--- config.mk ---
export PLATFORM = sky130hd
export DESIGN_NAME = mem_port_arbiter
export DESIGN_NICKNAME = d
export VERILOG_FILES = /design/src/rtl/mem_port_arbiter.sv
export SDC_FILE = /design/constraint.sdc
export NUM_CORES = 1
export LEC_CHECK = 0
export CORE_ASPECT_RATIO = 0.8
export CORE_MARGIN = 1.5
export CORE_UTILIZATION = 30
export DETAILED_ROUTE_END_ITERATION = 8
export MAX_ROUTING_LAYER = met4
export SYNTH_ARGS = -nofsm -noshare
export SYNTH_HDL_FRONTEND = slang
export SYNTH_SLANG_ARGS = --single-unit
export TNS_END_PERCENT = 10
--- constraint.sdc ---
create_clock -name clk -period 4.4 [get_ports clk]
set_input_delay 0.88 -clock clk [delete_from_list [all_inputs] [get_ports clk]]
set_output_delay 0.88 -clock clk [all_outputs]
set_load 0.01 [all_outputs]
--- src/rtl/mem_port_arbiter.sv ---
`default_nettype none
// ============================================================================
// Module   : mem_port_arbiter
// Purpose  : Round-robin arbiter and sequencer that shares one memory port
//            between two requesters. It also decodes the IO half of the
//            address space: LED output register and switch input sampling.
// Revision : 1.0 - initial release
// ============================================================================
module mem_port_arbiter #(
  parameter int DATA_WIDTH = 16,
  parameter int ADDR_WIDTH = 16,
  parameter int MAX_BURST  = 4
) (
  input  logic                  clk,
  input  logic                  reset,
  input  logic                  req0,
  input  logic                  req1,
  input  logic                  we0,
  input  logic                  we1,
  input  logic [ADDR_WIDTH-1:0] addr0,
  input  logic [ADDR_WIDTH-1:0] addr1,
  input  logic [DATA_WIDTH-1:0] wdata0,
  input  logic [DATA_WIDTH-1:0] wdata1,
  input  logic                  lock0,
  input  logic                  lock1,
  output logic                  gnt0,
  output logic                  gnt1,
  output logic                  rvalid0,
  output logic                  rvalid1,
  output logic [DATA_WIDTH-1:0] rdata,
  output logic [ADDR_WIDTH-1:0] mem_addr,
  output logic [DATA_WIDTH-1:0] mem_wdata,
  output logic                  mem_we,
  input  logic [DATA_WIDTH-1:0] mem_rdata,
  input  logic [DATA_WIDTH-1:0] io_in,
  output logic [DATA_WIDTH-1:0] io_out,
  output logic                  busy
);

  localparam int            c_CNT_W     = (MAX_BURST > 1) ? $clog2(MAX_BURST) : 1;
  localparam logic [c_CNT_W-1:0] c_BURST_TOP = c_CNT_W'(MAX_BURST - 1);
  localparam logic [c_CNT_W-1:0] c_CNT_ONE   = c_CNT_W'(1);

  typedef enum logic [1:0] {
    S_IDLE   = 2'd0,
    S_ISSUE  = 2'd1,
    S_RDWAIT = 2'd2
  } state_t;

  state_t                r_state;
  logic                  r_sel;
  logic                  r_last;
  logic [c_CNT_W-1:0]    r_burst;
  logic [DATA_WIDTH-1:0] r_io_out;
  logic [DATA_WIDTH-1:0] r_io_rd_q;
  logic                  r_rd_io;
  logic [ADDR_WIDTH-1:0] r_addr_hold;
  logic [DATA_WIDTH-1:0] r_wdata_hold;

  logic                  w_req_sel;
  logic                  w_we_sel;
  logic                  w_lock_sel;
  logic [ADDR_WIDTH-1:0] w_addr_sel;
  logic [DATA_WIDTH-1:0] w_wdata_sel;
  logic                  w_is_io;
  logic                  w_any_req;
  logic                  w_lock_win;
  logic                  w_win;
  logic                  w_issue;
  logic                  w_rdwait;

  assign w_req_sel   = r_sel ? req1   : req0;
  assign w_we_sel    = r_sel ? we1    : we0;
  assign w_lock_sel  = r_sel ? lock1  : lock0;
  assign w_addr_sel  = r_sel ? addr1  : addr0;
  assign w_wdata_sel = r_sel ? wdata1 : wdata0;
  assign w_is_io     = w_addr_sel[ADDR_WIDTH-1];
  assign w_any_req   = req0 | req1;
  assign w_issue     = (r_state == S_ISSUE);
  assign w_rdwait    = (r_state == S_RDWAIT);

  // A lock only extends an ownership that is live, so a burst starting
  // from IDLE always begins with an ordinary arbitration win.
  assign w_lock_win = (r_state != S_IDLE) && w_req_sel && w_lock_sel &&
                      (r_burst < c_BURST_TOP);

  always_comb begin
    w_win = 1'b0;
    if (w_lock_win) begin
      w_win = r_sel;
    end else if (req0 && req1) begin
      w_win = ~r_last;
    end else begin
      w_win = req1;
    end
  end

  always_ff @(posedge clk or negedge reset) begin
    if (!reset) begin
      r_state      <= S_IDLE;
      r_sel        <= 1'b0;
      r_last       <= 1'b1;
      r_burst      <= '0;
      r_io_out     <= '0;
      r_io_rd_q    <= '0;
      r_rd_io      <= 1'b0;
      r_addr_hold  <= '0;
      r_wdata_hold <= '0;
    end else begin
      if (w_issue) begin
        r_addr_hold  <= w_addr_sel;
        r_wdata_hold <= w_wdata_sel;
        r_rd_io      <= w_is_io;
        if (w_is_io && w_we_sel) begin
          r_io_out <= w_wdata_sel;
        end
        if (w_is_io && !w_we_sel) begin
          r_io_rd_q <= io_in;
        end
      end

      if (w_issue && !w_we_sel) begin
        r_state <= S_RDWAIT;
      end else if (w_any_req) begin
        r_state <= S_ISSUE;
        r_sel   <= w_win;
        r_last  <= w_win;
        r_burst <= w_lock_win ? (r_burst + c_CNT_ONE) : '0;
      end else begin
        r_state <= S_IDLE;
      end
    end
  end

  assign gnt0      = w_issue && !r_sel;
  assign gnt1      = w_issue &&  r_sel;
  assign rvalid0   = w_rdwait && !r_sel;
  assign rvalid1   = w_rdwait &&  r_sel;
  assign mem_addr  = w_issue ? w_addr_sel  : r_addr_hold;
  assign mem_wdata = w_issue ? w_wdata_sel : r_wdata_hold;
  assign mem_we    = w_issue && w_we_sel && !w_is_io;
  assign rdata     = w_rdwait ? (r_rd_io ? r_io_rd_q : mem_rdata) : '0;
  assign io_out    = r_io_out;
  assign busy      = (r_state != S_IDLE);

endmodule
`default_nettype wire
# Yosys cells after proc, flatten, opt, wreduce, memory -nomap -nowiden
# Index checks and enable logic that the tools add are counted.
# totals
register_bits	71
inputBits	104
out_inout_bits	70
word_cells	50
# classes
n_addsub	1
n_lt_le_gt_ge	1
eq_ne	2
n_mux	14
n_bitwise	3
n_reduce_logical	20
# ops
cell	n
$mux W16	6
$logic_and A1 B1 Y1	13
$mux W1	6
$reduce_and A2 Y1	3
$mux W2	2
$logic_not A1 Y1	3
$add A2 B1 Y2 const B	1
$eq A2 B1 Y1 const B	1
$eq A2 B2 Y1 const B	1
$lt A2 B2 Y1 const B	1
$not A1 Y1	2
$reduce_bool A2 Y1	1
$or A1 B1 Y1	1

# Depth between registers and ports, before layout
# Gate-level depths: netlist (run 1).
# depth
ltp_word	5
depth_mapped	6
ltp_nobuf	5

# Worst setup path before layout (run 1)
# OpenSTA, ideal clock, no wires.
# synth_timing
path_type	in2out
from	in we0
to	out mem_we
arrival_time_ns	1.395
required_time_ns	3.520
slack_ns	2.125
stages	3
n_path_buf	0
path_cell_list	inv_1 -> o32a_1 -> nor2_1
# synth_between
elab_chain_cells	3
# synth_lines
item	line	text
start: declaration	18	input logic we0,
$mux W1	73	assign w_we_sel = r_sel ? we1 : we0;
$logic_and A1 B1 Y1 (2 in series)	141	assign mem_we = w_issue && w_we_sel && !w_is_io;
end: declaration	33	output logic mem_we,
# No other way between the ends.

# Worst setup path in the final report (run 1)
# layout_timing
from	reg r_sel
to	out mem_addr[15]
# layout_between
elab_chain_cells	2
# layout_lines
item	line	text
start: declaration	51	logic r_sel;
start signal: assignment	126	r_sel <= w_win;
$mux W16	75	assign w_addr_sel = r_sel ? addr1 : addr0;
$mux W16	-	
end: declaration	31	output logic [ADDR_WIDTH-1:0] mem_addr,
# No other way between the ends.

==> impl_metrics.env, run 1 <==
export IMPL_dpl_hpwl_um=6500
export IMPL_fill_cells=1048
export IMPL_drive_gt1_share_pct=9.15
export IMPL_finalSetupViolations=0
export IMPL_cts_sinks=71
export IMPL_syn_area_mm2=0.00336
export IMPL_power_frac_clock_pct=17.5
export IMPL_worst_pin_slew_ns=0.994
export IMPL_worst_r2r_endpoint="r_io_rd_q[14]$_DFFE_PN0P_"
export IMPL_drv_slew=0
export IMPL_wl_met1_um=4230
export IMPL_peakVddDrop_mv=0.312
export IMPL_critical_path_max_fanout=33
export IMPL_row_count=34
export IMPL_seqPwrFrac_pct=32.0
export IMPL_cts_buffers=9
export IMPL_antenna_found_initial=0
export IMPL_r2r_setup_slack_ns=1.77
export IMPL_min_to="r_wdata_hold[9]$_DFF_PN0_"
export IMPL_finalClockSkew_ns=0.00644
export IMPL_antennaDiodeCount=0
export IMPL_r2r_start="r_sel$_DFFE_PN0P_"
export IMPL_place_congestion=0.727
export IMPL_drt_iter0_drc=72
export IMPL_initial_utilization_pct=30.9
export IMPL_r2r_cells=5
export IMPL_grt_pass1_wl_um=14400
export IMPL_holdWs_ns=0.491
export IMPL_synth_avg_cell_area_um2=10.8
export IMPL_run_status="complete, no violations"
export IMPL_cap_viol_max_count=0
export IMPL_wirelength_um=9080
export IMPL_dp_cells=609
export IMPL_finalHoldViolations=0
export IMPL_cellPowerDensity_mw_per_mm2=700
export IMPL_cp_slowest_stage_delay_ns=1.02
export IMPL_ctsHoldBuffers=0
export IMPL_rsz0062_at_grt="no"
export IMPL_vias_per_cell=4.51
export IMPL_cts_path_max_buffers=2
export IMPL_die_h_um=97.7
export IMPL_tns_ns=0
export IMPL_clock_fmax_ghz=0.286
export IMPL_synth_edf_count=0
export IMPL_slew_limit_headroom_pct=33.7
export IMPL_cts_resized_gates=0
export IMPL_hold_class="register to register"
export IMPL_ys_warnings_count=0
export IMPL_finalNonFillerCells=625
export IMPL_path_cells="buf_4, mux2i_1, nand2_1, o21a_1, clkdlybuf4s50_1"
export IMPL_endpoint_kind="primary output"
export IMPL_ys_ff_latch=71
export IMPL_synth_seq_area_share_pct=52.9
export IMPL_worst_ep_required_time_ns=3.52
export IMPL_cts_tree="yes"
export IMPL_core_mm2=0.0109
export IMPL_clock_latency_ns=0.33
export IMPL_overflow=0
export IMPL_root_buffer="clkbuf_16"
export IMPL_synthFlopType="dfrtp_1"
export IMPL_drc_errors=0
export IMPL_switching_power_mw=1.35
export IMPL_worstSetupPathType="register to primary output"
export IMPL_area_growth_pct=62.4
export IMPL_dieWidth_um=121
export IMPL_p_int_mw=2.47
export IMPL_async_reset_ff_share_pct=100
export IMPL_top_layer_used="met4"
export IMPL_pwr_share_comb_pct=50.5
export IMPL_final_nets=581
export IMPL_hp_start="r_wdata_hold[9]$_DFF_PN0_"
export IMPL_dieArea_mm2=0.0119
export IMPL_synth_distinct_cells=34
export IMPL_start_kind="register"
export IMPL_p_leak_nw=2.30
export IMPL_wl_met3_um=886
export IMPL_io_pins=174
export IMPL_syn_inst=310
export IMPL_htree_levels=3
export IMPL_met2_length_um=3860
export IMPL_fin_crit_sh_pct=79.4
export IMPL_first_pass_iters=4
export IMPL_first_global_vias=2797
export IMPL_whs_path_depth=2
export IMPL_cts_clk_slew_worst_paths_ns=0.05
export IMPL_port_buffers=173
export IMPL_grt_max_degree=72
export IMPL_wire_per_inst_um=14.5
export IMPL_fin_crit_ns=3.50
export IMPL_synth_nets=415
export IMPL_switching_share_pct=35.4
export IMPL_crit_arrival_ns=2.62
export IMPL_post_cts_setup_buffers=0
export IMPL_via_count=2816
export IMPL_track_usage_pct=16.2
export IMPL_drtAntennaViolNets=0
export IMPL_cp_slowest_cell="dfrtp_2"
## through the flow
stage               area, um^2  setup slack [ns]  util (%)  power, mW
global route              5460             0.711      50.1       4.12
floorplan                 3360              2.13         -       2.22
finish                    5460             0.905      50.1       3.82
CTS                       5460             0.844      50.1       3.89
global placement          5180              1.13      47.6       3.16
detailed placement        5180              1.11      47.6       3.19
## Yosys cell counts, types with 2 or more instances
cell      number  share of area [%]
nand2b_1       2               0.37
mux2_2         7                2.3
inv_1          4               0.45
clkbuf_1       6               0.67
mux2_4        10                4.5
nor2b_1        2               0.37
nor2_1        39                4.4
o21ai_0       32                4.8
buf_6          3                1.0
mux2i_1       48                 14
dfrtp_1       70                 52
o21a_1         2               0.45
nand2_1       36                4.0
a21oi_1       19                2.8
buf_2         11                1.6
## state kept, by name (all words and copies together), names as in the netlist
name,cells
r_state,2
r_wdata_hold,16
r_addr_hold,16
r_burst,2
r_last,1
io_out,16
r_io_rd_q,16
r_rd_io,1
r_sel,1
## worst max-delay path, delay by kind of cell, from the launching register on
kind / cells / cell delay (ns)
compound gates: 1 / 0.12
buf+inv: 2 / 0.84
flops: 1 / 1.02
mux: 1 / 0.22
simple gates: 1 / 0.09
## layout by cell type, fill, tap and decap left out, types with 2 or more instances in the layout
cell type	Yosys	routed
inv_1	4	4
dfrtp_1	70	69
o21ai_0	32	32
clkinv_2	0	2
o21a_1	2	2
mux2_2	7	7
mux2i_1	48	48
clkdlybuf4s50_1	0	172
a21oi_1	19	19
clkbuf_16	0	9
buf_4	0	4
mux2_4	10	10
clkbuf_8	0	2
nand2_1	36	36
clkbuf_1	6	2
nor2b_1	2	2
nor2_1	39	39
## cell families after synthesis
group                    synth area share (%)
adder cells (fa/ha/maj)                 0.372
AO/OA/AOI/OAI                            11.0
AND/OR/NAND/NOR                          10.8
multiplexers                             21.1
buffers and inverters                    3.87
flip-flops                               52.9
## final cells by class
cell class | count | area, um^2 | share of cell area (%)
clock buffers | 13 | 260 | 4.77
well taps | 144 | 180 | 3.30
clock inverters | 3 | 17.5 | 0.321
multi-input cells | 214 | 1460 | 26.7
flip-flops and latches | 71 | 1780 | 32.6
repair buffers | 176 | 1750 | 32.1
inverters | 4 | 15.0 | 0.275
## per-layer routing
layer / vias to the layer above / global-route usage (%)
met1: 1294 / 20.5
met3: 10 / 6.63
met2: 118 / 23.5
met4: 0 / 5.25
li1: 1394 / -
met5: - / -
## power groups by stage
stage	clock network, mW	logic, mW	registers, mW
5_1_grt	0.729	2.12	1.27
3_5_place_dp	0	1.95	1.24
3_3_place_gp	0	1.93	1.23
6_report	0.669	1.93	1.22
4_1_cts	0.696	1.97	1.23
2_1_floorplan	0	1.09	1.13
## worst max path at each step
stage / from / endpoint / slack [ns] / cells after the start
2_1_floorplan: we0 / mem_we / 2.13 / 3
3_3_place_gp: we0 / mem_we / 1.13 / 5
3_5_place_dp: we0 / mem_we / 1.11 / 5
4_1_cts: r_sel$_DFFE_PN0P_ / mem_addr[15] / 0.84 / 5
5_1_grt: r_sel$_DFFE_PN0P_ / mem_addr[15] / 0.71 / 5
6_report: r_sel$_DFFE_PN0P_ / mem_addr[15] / 0.90 / 5
Power figures use the tool's default switching activity.
==> run 2: changes to the inputs <==
==> constraint.sdc (replaced) <==
create_clock -name clk -period 3.52 [get_ports clk]
set_input_delay 0.704 -clock clk [delete_from_list [all_inputs] [get_ports clk]]
set_output_delay 0.704 -clock clk [all_outputs]
set_load 0.01 [all_outputs]
==> impl_metrics.env, run 2 (synthesis results as in run 1) <==
export IMPL_run_status="complete, no violations"
export IMPL_drc_errors=0
export IMPL_fill_cells=1040
export IMPL_dieWidth_um=121
export IMPL_cts_path_max_buffers=2
export IMPL_cap_viol_max_count=0
export IMPL_via_count=2834
export IMPL_dpl_cell_area_mm2=0.00522
export IMPL_die_h_um=97.7
export IMPL_worst_ep_required_time_ns=2.82
export IMPL_busiest_layer="met2"
export IMPL_finalHoldViolations=0
export IMPL_place_congestion=0.711
export IMPL_first_global_vias=2897
export IMPL_seq_area_mm2=0.00178
export IMPL_rsz0062_at_grt="no"
export IMPL_final_cell_mix="172 x clkdlybuf4s50_1, 69 x dfrtp_1, 48 x mux2i_1"
export IMPL_peakVddDrop_mv=0.341
export IMPL_met2_usage_pct=24.9
export IMPL_cts_clk_slew_worst_paths_ns=0.06
export IMPL_row_count=34
export IMPL_design_area_mm2=0.00552
export IMPL_tns_ns=0
export IMPL_fin_crit_sh_pct=85.4
export IMPL_grtUsageMet1_pct=20.8
export IMPL_dpl_hpwl_um=6670
export IMPL_drv_slew=0
export IMPL_vias_per_cell=4.51
export IMPL_worst_pin_slew_ns=0.887
export IMPL_final_nets=584
export IMPL_antenna_found_initial=0
export IMPL_post_cts_setup_buffers=0
export IMPL_wirelength_um=9250
export IMPL_clock_fmax_ghz=0.333
export IMPL_ctsHoldBuffers=0
export IMPL_worstSetupPathType="register to primary output"
export IMPL_critical_path_max_fanout=35
export IMPL_crit_arrival_ns=2.30
export IMPL_grt_pass1_wl_um=14700
export IMPL_finalClockSkew_ns=0.00397
export IMPL_drtAntennaViolNets=0
export IMPL_finalSetupViolations=0
export IMPL_initial_utilization_pct=30.9
export IMPL_cellPowerDensity_mw_per_mm2=887
export IMPL_dieArea_mm2=0.0119
export IMPL_core_mm2=0.0109
export IMPL_io_pins=174
export IMPL_cts_buffers=9
export IMPL_grtUsageMet3_pct=6.04
export IMPL_track_usage_pct=16.4
export IMPL_cts_sinks=71
export IMPL_root_buffer="clkbuf_16"
export IMPL_drive_gt1_share_pct=10.1
export IMPL_grt_max_degree=72
export IMPL_antennaDiodeCount=0
export IMPL_port_buffers=173
export IMPL_p_leak_nw=2.33
export IMPL_drt_iter0_drc=100
export IMPL_endpoint_kind="primary output"
export IMPL_area_growth_pct=64.1
export IMPL_clock_latency_ns=0.33
export IMPL_cts_resized_gates=0
export IMPL_wire_per_inst_um=14.7
export IMPL_cts_tree="yes"
export IMPL_multi_input_area_mm2=0.00146
export IMPL_overflow=0
export IMPL_htree_levels=3
export IMPL_slew_limit_headroom_pct=40.9
export IMPL_final_common_cell="clkdlybuf4s50_1"
export IMPL_first_pass_iters=4
export IMPL_hold_class="register to register"
export IMPL_fin_crit_ns=3.00
export IMPL_start_kind="register"
[run 2: path summary, 6_finish.rpt]
kind | to | slack, ns | cells after the start | start
worst max register to register | r_io_rd_q[14]$_DFFE_PN0P_ | 1.27 | 5 | r_state[1]$_DFF_PN0_
worst min register to register | r_addr_hold[14]$_DFF_PN0_ | 0.49 | 2 | r_addr_hold[14]$_DFF_PN0_
worst max-delay path | mem_wdata[14] | 0.52 | 4 | r_sel$_DFFE_PN0P_
min in group asynchronous | r_wdata_hold[1]$_DFF_PN0_ | 0.50 | 1 | reset
max in group asynchronous | r_sel$_DFFE_PN0P_ | 2.41 | 1 | reset
worst min-delay path | r_addr_hold[14]$_DFF_PN0_ | 0.49 | 2 | r_addr_hold[14]$_DFF_PN0_
[run 2: metrics by stage]
stage	instances	power (mW)	hold WS, ns	setup WS [ns]	utilization [%]
2_1_floorplan	310	2.78	0.408	1.48	-
3_3_place_gp	612	3.98	0.470	0.603	47.9
3_5_place_dp	612	4.04	0.477	0.581	47.9
4_1_cts	628	4.98	0.497	0.451	50.7
5_1_grt	628	5.25	0.515	0.355	50.7
6_report	628	4.90	0.494	0.516	50.7
[run 2: report_power, final]
part / internal, mW / switching, mW
logic: 1.37 / 1.18
clock network: 0.549 / 0.355
registers: 1.23 / 0.213
total: 3.15 / 1.74
[run 2: metal layers]
metal / routed length, um / share of wire (%)
met5: 0 / 0
met3: 795 / 8.6
met1: 4300 / 46
met2: 4060 / 44
met4: 96 / 1.0
[run 2: layout make-up]
| cell class | instances | area share, % |
|---|---|---|
| flip-flops and latches | 71 | 32.3 |
| clock inverters | 7 | 1.34 |
| well taps | 144 | 3.27 |
| clock buffers | 9 | 4.08 |
| inverters | 4 | 0.272 |
| multi-input cells | 214 | 26.4 |
| repair buffers | 179 | 32.4 |
[run 2: critical path: stages (launching register included)]
cell	delay, ns
dfrtp_2	0.66
buf_12	0.28
mux2i_1	0.14
o21ai_0	0.26
clkdlybuf4s50_1	0.61
